===== src/rtl/dispatch_queue.sv =====
`default_nettype none
// ============================================================================
// Module      : dispatch_queue
// Description : In-order micro-op dispatch queue between the decoder and the
//               issue stations. Assigns ROB tags at enqueue time and routes
//               the head entry to the ALU, memory or branch station according
//               to its commandType.
// Revision    : 1.0 - initial release
// ============================================================================
module dispatch_queue #(
    parameter int DEPTH = 4,
    parameter int UOP_W = 24,
    parameter int TAG_W = 4
) (
    input  logic                     clk,
    input  logic                     reset,
    input  logic                     flush,

    input  logic                     in_valid,
    output logic                     in_ready,
    input  logic [UOP_W-1:0]         in_uop,
    input  logic [2:0]               in_cmdType,
    input  logic                     rob_alloc_ok,

    output logic                     out_valid,
    output logic [UOP_W-1:0]         out_uop,
    output logic [2:0]               out_cmdType,
    output logic [TAG_W-1:0]         out_tag,
    output logic [1:0]               out_port,

    input  logic                     alu_ready,
    input  logic                     mem_ready,
    input  logic                     br_ready,

    output logic [$clog2(DEPTH):0]   count
);

    localparam int PTR_W = $clog2(DEPTH);
    localparam int CNT_W = PTR_W + 1;

    localparam logic [CNT_W-1:0] c_DEPTH_CNT = CNT_W'(DEPTH);
    localparam logic [CNT_W-1:0] c_CNT_ONE   = CNT_W'(1);
    localparam logic [PTR_W-1:0] c_PTR_ONE   = PTR_W'(1);
    localparam logic [TAG_W-1:0] c_TAG_ONE   = TAG_W'(1);

    localparam logic [1:0] c_PORT_ALU = 2'd0;
    localparam logic [1:0] c_PORT_MEM = 2'd1;
    localparam logic [1:0] c_PORT_BR  = 2'd2;

    // Payload storage; never reset, validity is tracked by r_count alone.
    logic [UOP_W-1:0] r_uop_mem [DEPTH];
    logic [2:0]       r_cmd_mem [DEPTH];
    logic [TAG_W-1:0] r_tag_mem [DEPTH];

    logic [PTR_W-1:0] r_rd_ptr;
    logic [PTR_W-1:0] r_wr_ptr;
    logic [CNT_W-1:0] r_count;
    logic [TAG_W-1:0] r_next_tag;

    logic             w_enq;
    logic             w_deq;
    logic             w_sel_ready;
    logic [1:0]       w_port;

    // Input handshake: depends only on occupancy, ROB space, flush and reset,
    // never on the station ready inputs, to keep the decoder path short.
    assign in_ready = (r_count < c_DEPTH_CNT) & rob_alloc_ok & ~flush & ~reset;
    assign w_enq    = in_valid & in_ready;

    // Head entry is read straight out of storage; there is no bypass from
    // the input, so a fresh entry appears one cycle after it is accepted.
    assign out_valid   = (r_count != '0);
    assign out_uop     = r_uop_mem[r_rd_ptr];
    assign out_cmdType = r_cmd_mem[r_rd_ptr];
    assign out_tag     = r_tag_mem[r_rd_ptr];
    assign out_port    = w_port;
    assign count       = r_count;

    // Station routing decode from the head commandType.
    always_comb begin
        w_port = c_PORT_BR;
        case (r_cmd_mem[r_rd_ptr])
            3'd0, 3'd2, 3'd4: w_port = c_PORT_ALU;
            3'd1:             w_port = c_PORT_MEM;
            default:          w_port = c_PORT_BR;
        endcase
    end

    // Only the station the head is routed to can pull it; the others are
    // ignored so a younger entry can never overtake a blocked head.
    always_comb begin
        w_sel_ready = 1'b0;
        case (w_port)
            c_PORT_ALU: w_sel_ready = alu_ready;
            c_PORT_MEM: w_sel_ready = mem_ready;
            c_PORT_BR:  w_sel_ready = br_ready;
            default:    w_sel_ready = 1'b0;
        endcase
    end

    assign w_deq = out_valid & w_sel_ready & ~flush & ~reset;

    // Write the accepted micro-op and its tag into the slot at the write pointer.
    always_ff @(posedge clk) begin
        if (w_enq) begin
            r_uop_mem[r_wr_ptr] <= in_uop;
            r_cmd_mem[r_wr_ptr] <= in_cmdType;
            r_tag_mem[r_wr_ptr] <= r_next_tag;
        end
    end

    // Pointer, occupancy and tag bookkeeping; reset beats flush beats traffic.
    // A flush empties the queue but keeps the tag counter running so tags
    // already handed to the ROB are not reissued.
    always_ff @(posedge clk) begin
        if (reset) begin
            r_rd_ptr   <= '0;
            r_wr_ptr   <= '0;
            r_count    <= '0;
            r_next_tag <= '0;
        end else if (flush) begin
            r_rd_ptr   <= '0;
            r_wr_ptr   <= '0;
            r_count    <= '0;
        end else begin
            if (w_enq) begin
                r_wr_ptr   <= r_wr_ptr + c_PTR_ONE;
                r_next_tag <= r_next_tag + c_TAG_ONE;
            end
            if (w_deq) begin
                r_rd_ptr <= r_rd_ptr + c_PTR_ONE;
            end
            case ({w_enq, w_deq})
                2'b10:   r_count <= r_count + c_CNT_ONE;
                2'b01:   r_count <= r_count - c_CNT_ONE;
                default: r_count <= r_count;
            endcase
        end
    end

endmodule
`default_nettype wire


===== config.mk =====
export PLATFORM = sky130hd
export DESIGN_NAME = dispatch_queue
export DESIGN_NICKNAME = d
export VERILOG_FILES = /design/src/rtl/dispatch_queue.sv
export SDC_FILE = /design/constraint.sdc
export NUM_CORES = 1
export LEC_CHECK = 0
export CORE_ASPECT_RATIO = 1.75
export CORE_MARGIN = 1
export CORE_UTILIZATION = 40
export DETAILED_ROUTE_END_ITERATION = 10
export SLEW_MARGIN = 25
export SYNTH_ARGS = -nofsm -noshare
export SYNTH_HDL_FRONTEND = slang
export SYNTH_SLANG_ARGS = --single-unit

===== constraint.sdc =====
create_clock -name clk -period 4.2 [get_ports clk]
set_input_delay 1.26 -clock clk [delete_from_list [all_inputs] [get_ports clk]]
set_output_delay 1.26 -clock clk [all_outputs]
set_load 0.02 [all_outputs]

==> flow_summary.yaml <==
logic_synthesis:
  yosysWarningCount: 0
  syn_area_mm2: 0.00515
  synth-seq-area-share_pct: 77.3
  ys_seq_elements: 137
  synthesis.nets: 282
  syn_area_per_cell_um2: 21.5
  ys_types: 30
  syn_inst: 240
cells_and_area:
  post-route-util_pct: 53.5
  num_antenna_cells: 0
  post-route-cell-area_mm2: 0.00669
  drive_above_1_share_pct: 22.4
  final_nets: 374
  layout-area-overhead-vs-synth_pct: 29.9
  final_cells: 511
worst_hold_path:
  min_path_type: "register to register"
  hp-start: "r_wr_ptr[1]"
  min_to: "r_wr_ptr[1]"
  min_path_cells: 2
detailed_routing:
  ant_nets: 0
  routed_wl_um: 9070
  dr_total_vias: 2530
  routedWlPerCell_um: 17.7
  drc_errors: 0
  routed_via_density: 4.95
  drt-initial-drc-count: 125
  drt-pass1-iter-count: 4
critical_path:
  crit_fanout: 4
  cp.arrival_ns: 2.69
  cp.required_ns: 2.94
  r2r_cells: 11
  startpoint_type: "input pin"
  end_kind: "primary output"
  rrSetupSlack_ns: 0.67
  crit_start: "flush"
  r2r_end: "count[2]"
  crit_type: "input pin to primary output"
sta:
  fin_skew_ns: 0.00380
  final_max_slew_viol_count: 0
  max_freq_mhz: 253
  fin_crit_ns: 3.95
  hold_viol: 0
  holdWs_ns: 0.505
  tns_ns: 0
  min_period_over_period_pct: 94.0
  setup_viol: 0
  slew_headroom_pct: 65.8
  fin_ws_ns: 0.253
  rsz0062_at_grt: "false"
  tightest_slew_ns: 0.513
clock_network:
  cts-buffers-inserted: 17
  cts_sinks: 137
  clk_latency_ns: 0.41
  post_cts_buffers: 0
  cts-htree-levels: 4
  hold_buffers: 0
  ctsResizeCount: 0
  clk_pin_slew_ns: 0.05
  cts.root.buffer_cell: "clkbuf_16"
  cts_tree: "done"
  clk_path_buf_depth: 2
power:
  power.share.clock_pct: 46.2
  vdd_drop_max_mv: 0.264
  seqPwrFrac_pct: 50.8
  leakage_nw: 2.16
  power.switching_mw: 0.549
  finalPower_mw: 2.94
  power.internal_mw: 2.39
  netSwitchingFraction_pct: 18.7
  power_density_mw_per_mm2: 440
  p_comb_share_pct: 3.0
run_status:
  status: "finished, final reports clean"
floorplanning:
  die_h_um: 152
  start_util_pct: 41.2
  core-area_mm2: 0.0125
  fp.dieW_um: 87.8
  ioPinCount: 73
  dieArea_mm2: 0.0134
  rows: 54
flow_run:
  maxCapViolCount: 0
grt:
  gr-total-overflow: 0
  grt_util_met2_pct: 26.3
  grt_use_met1_pct: 16.9
  grt_usage_pct: 15.3
  grt_pass1_wl_um: 14500
  antenna_found_initial: 0
  grt_pass1_vias: 2801
  grt_use_met3_pct: 4.07
  top_usage_layer: "met2"
  grt_max_degree: 32
place:
  dp_slack_ns: 0.109
  place_congestion: 0.685
  hpwl_um: 5690
  dp_cells: 481
  numPortBuffers: 72
  placed_area_mm2: 0.00614
==> worst max path at each step <==
stage          endpoint  cells past startpoint
3_3_place_gp   in_ready                      3
4_1_cts        in_ready                      3
6_report       in_ready                      3
3_5_place_dp   in_ready                      3
5_1_grt        in_ready                      3
2_1_floorplan  count[2]                     10
==> metal layers <==
layer	vias up	part of all wire [%]	routed length, um
met5	-	0	0
met3	12	2.7	245
met1	1298	40	3610
li1	1165	-	-
met2	55	56	5040
met4	0	1.8	167
==> critical path, stage by stage <==
cell             delay [ns]
clkdlybuf4s50_1        0.47
nor4b_2                0.30
clkdlybuf4s50_1        0.66
==> registers in the layout, summed over array words and instances, names as in the netlist, named ones only <==
signal      flops
r_cmd_mem      12
count           3
r_rd_ptr        2
r_wr_ptr        2
r_tag_mem      16
r_next_tag      4
r_uop_mem      96
==> synthesized netlist by cell type <==
cell | n | area, um^2
a21oi_1 | 4 | 20.0
or2_2 | 1 | 6.26
maj3_2 | 1 | 11.3
a211oi_1 | 1 | 7.51
buf_6 | 1 | 11.3
dfxtp_1 | 13 | 260
buf_2 | 3 | 15.0
nor4b_1 | 2 | 17.5
nor3b_1 | 1 | 7.51
xnor2_1 | 2 | 17.5
o21ai_0 | 1 | 5.00
nor2_1 | 10 | 37.5
and2_1 | 1 | 6.26
buf_1 | 2 | 7.51
inv_1 | 7 | 26.3
edfxtp_1 | 124 | 3720
mux2i_1 | 2 | 20.0
nand2_2 | 1 | 6.26
and3_1 | 4 | 25.0
a31oi_1 | 1 | 6.26
mux4_2 | 31 | 698
ha_1 | 6 | 75.1
xor2_1 | 4 | 35.0
nand2_1 | 7 | 26.3
clkbuf_1 | 3 | 11.3
nand4_1 | 1 | 6.26
fa_1 | 1 | 20.0
a211oi_2 | 1 | 12.5
or3_1 | 3 | 18.8
a41o_1 | 1 | 10.0
==> power by group through the flow <==
stage	clock network (mW)	logic (mW)	registers, mW
2_1_floorplan	0	0.0279	1.52
3_3_place_gp	0	0.0883	1.52
3_5_place_dp	0	0.0903	1.52
4_1_cts	1.38	0.0907	1.49
5_1_grt	1.44	0.0964	1.49
6_report	1.36	0.0896	1.49
==> kinds of logic (layout without fill, tap and decap cells) <==
kind of cell | Yosys count | in the layout | synth area share [%]
fa+ha+maj | 8 | 8 | 2.06
buf+inv | 16 | 119 | 1.38
compound gates | 9 | 9 | 1.19
flops | 137 | 137 | 77.3
simple gates | 31 | 31 | 3.06
mux | 33 | 33 | 13.9
xor+xnor | 6 | 6 | 1.02
==> layout make-up <==
type                            instances  area [um^2]
Sequential cell                       137         3990
Fill cell                             992         5810
Clock inverter                         12          110
Inverter                                7         26.3
Timing Repair Buffer                   82          821
Tap cell                              168          210
Clock buffer                           18          429
Multi-Input combinational cell         87         1110
==> cells in the final DEF (no fill, tap or decap) <==
cell type        Yosys  final
buf_12               0      2
dfxtp_2              0      2
nand4_1              1      1
dfxtp_1             13     11
maj3_2               1      1
nor4b_2              0      1
nand2_1              7      7
and2_1               1      1
ha_1                 6      6
and3_2               0      4
or3_1                3      3
xor2_1               4      4
nor4b_1              2      1
nand2_2              1      1
mux4_2              31     31
nor3b_1              1      1
clkbuf_1             3      1
clkbuf_16            0     17
a21oi_1              4      4
a31oi_1              1      1
bufinv_16            0      2
clkinv_1             0      4
clkinv_2             0      4
a211oi_1             1      1
a211oi_2             1      1
mux2i_1              2      2
o21ai_0              1      1
xnor2_1              2      2
fa_1                 1      1
inv_1                7      7
buf_4                0      8
clkinvlp_4           0      2
a41o_1               1      1
clkdlybuf4s50_1      0     72
or2_2                1      1
edfxtp_1           124    124
nor2_1              10     10
(Power assumes the default switching activity.)
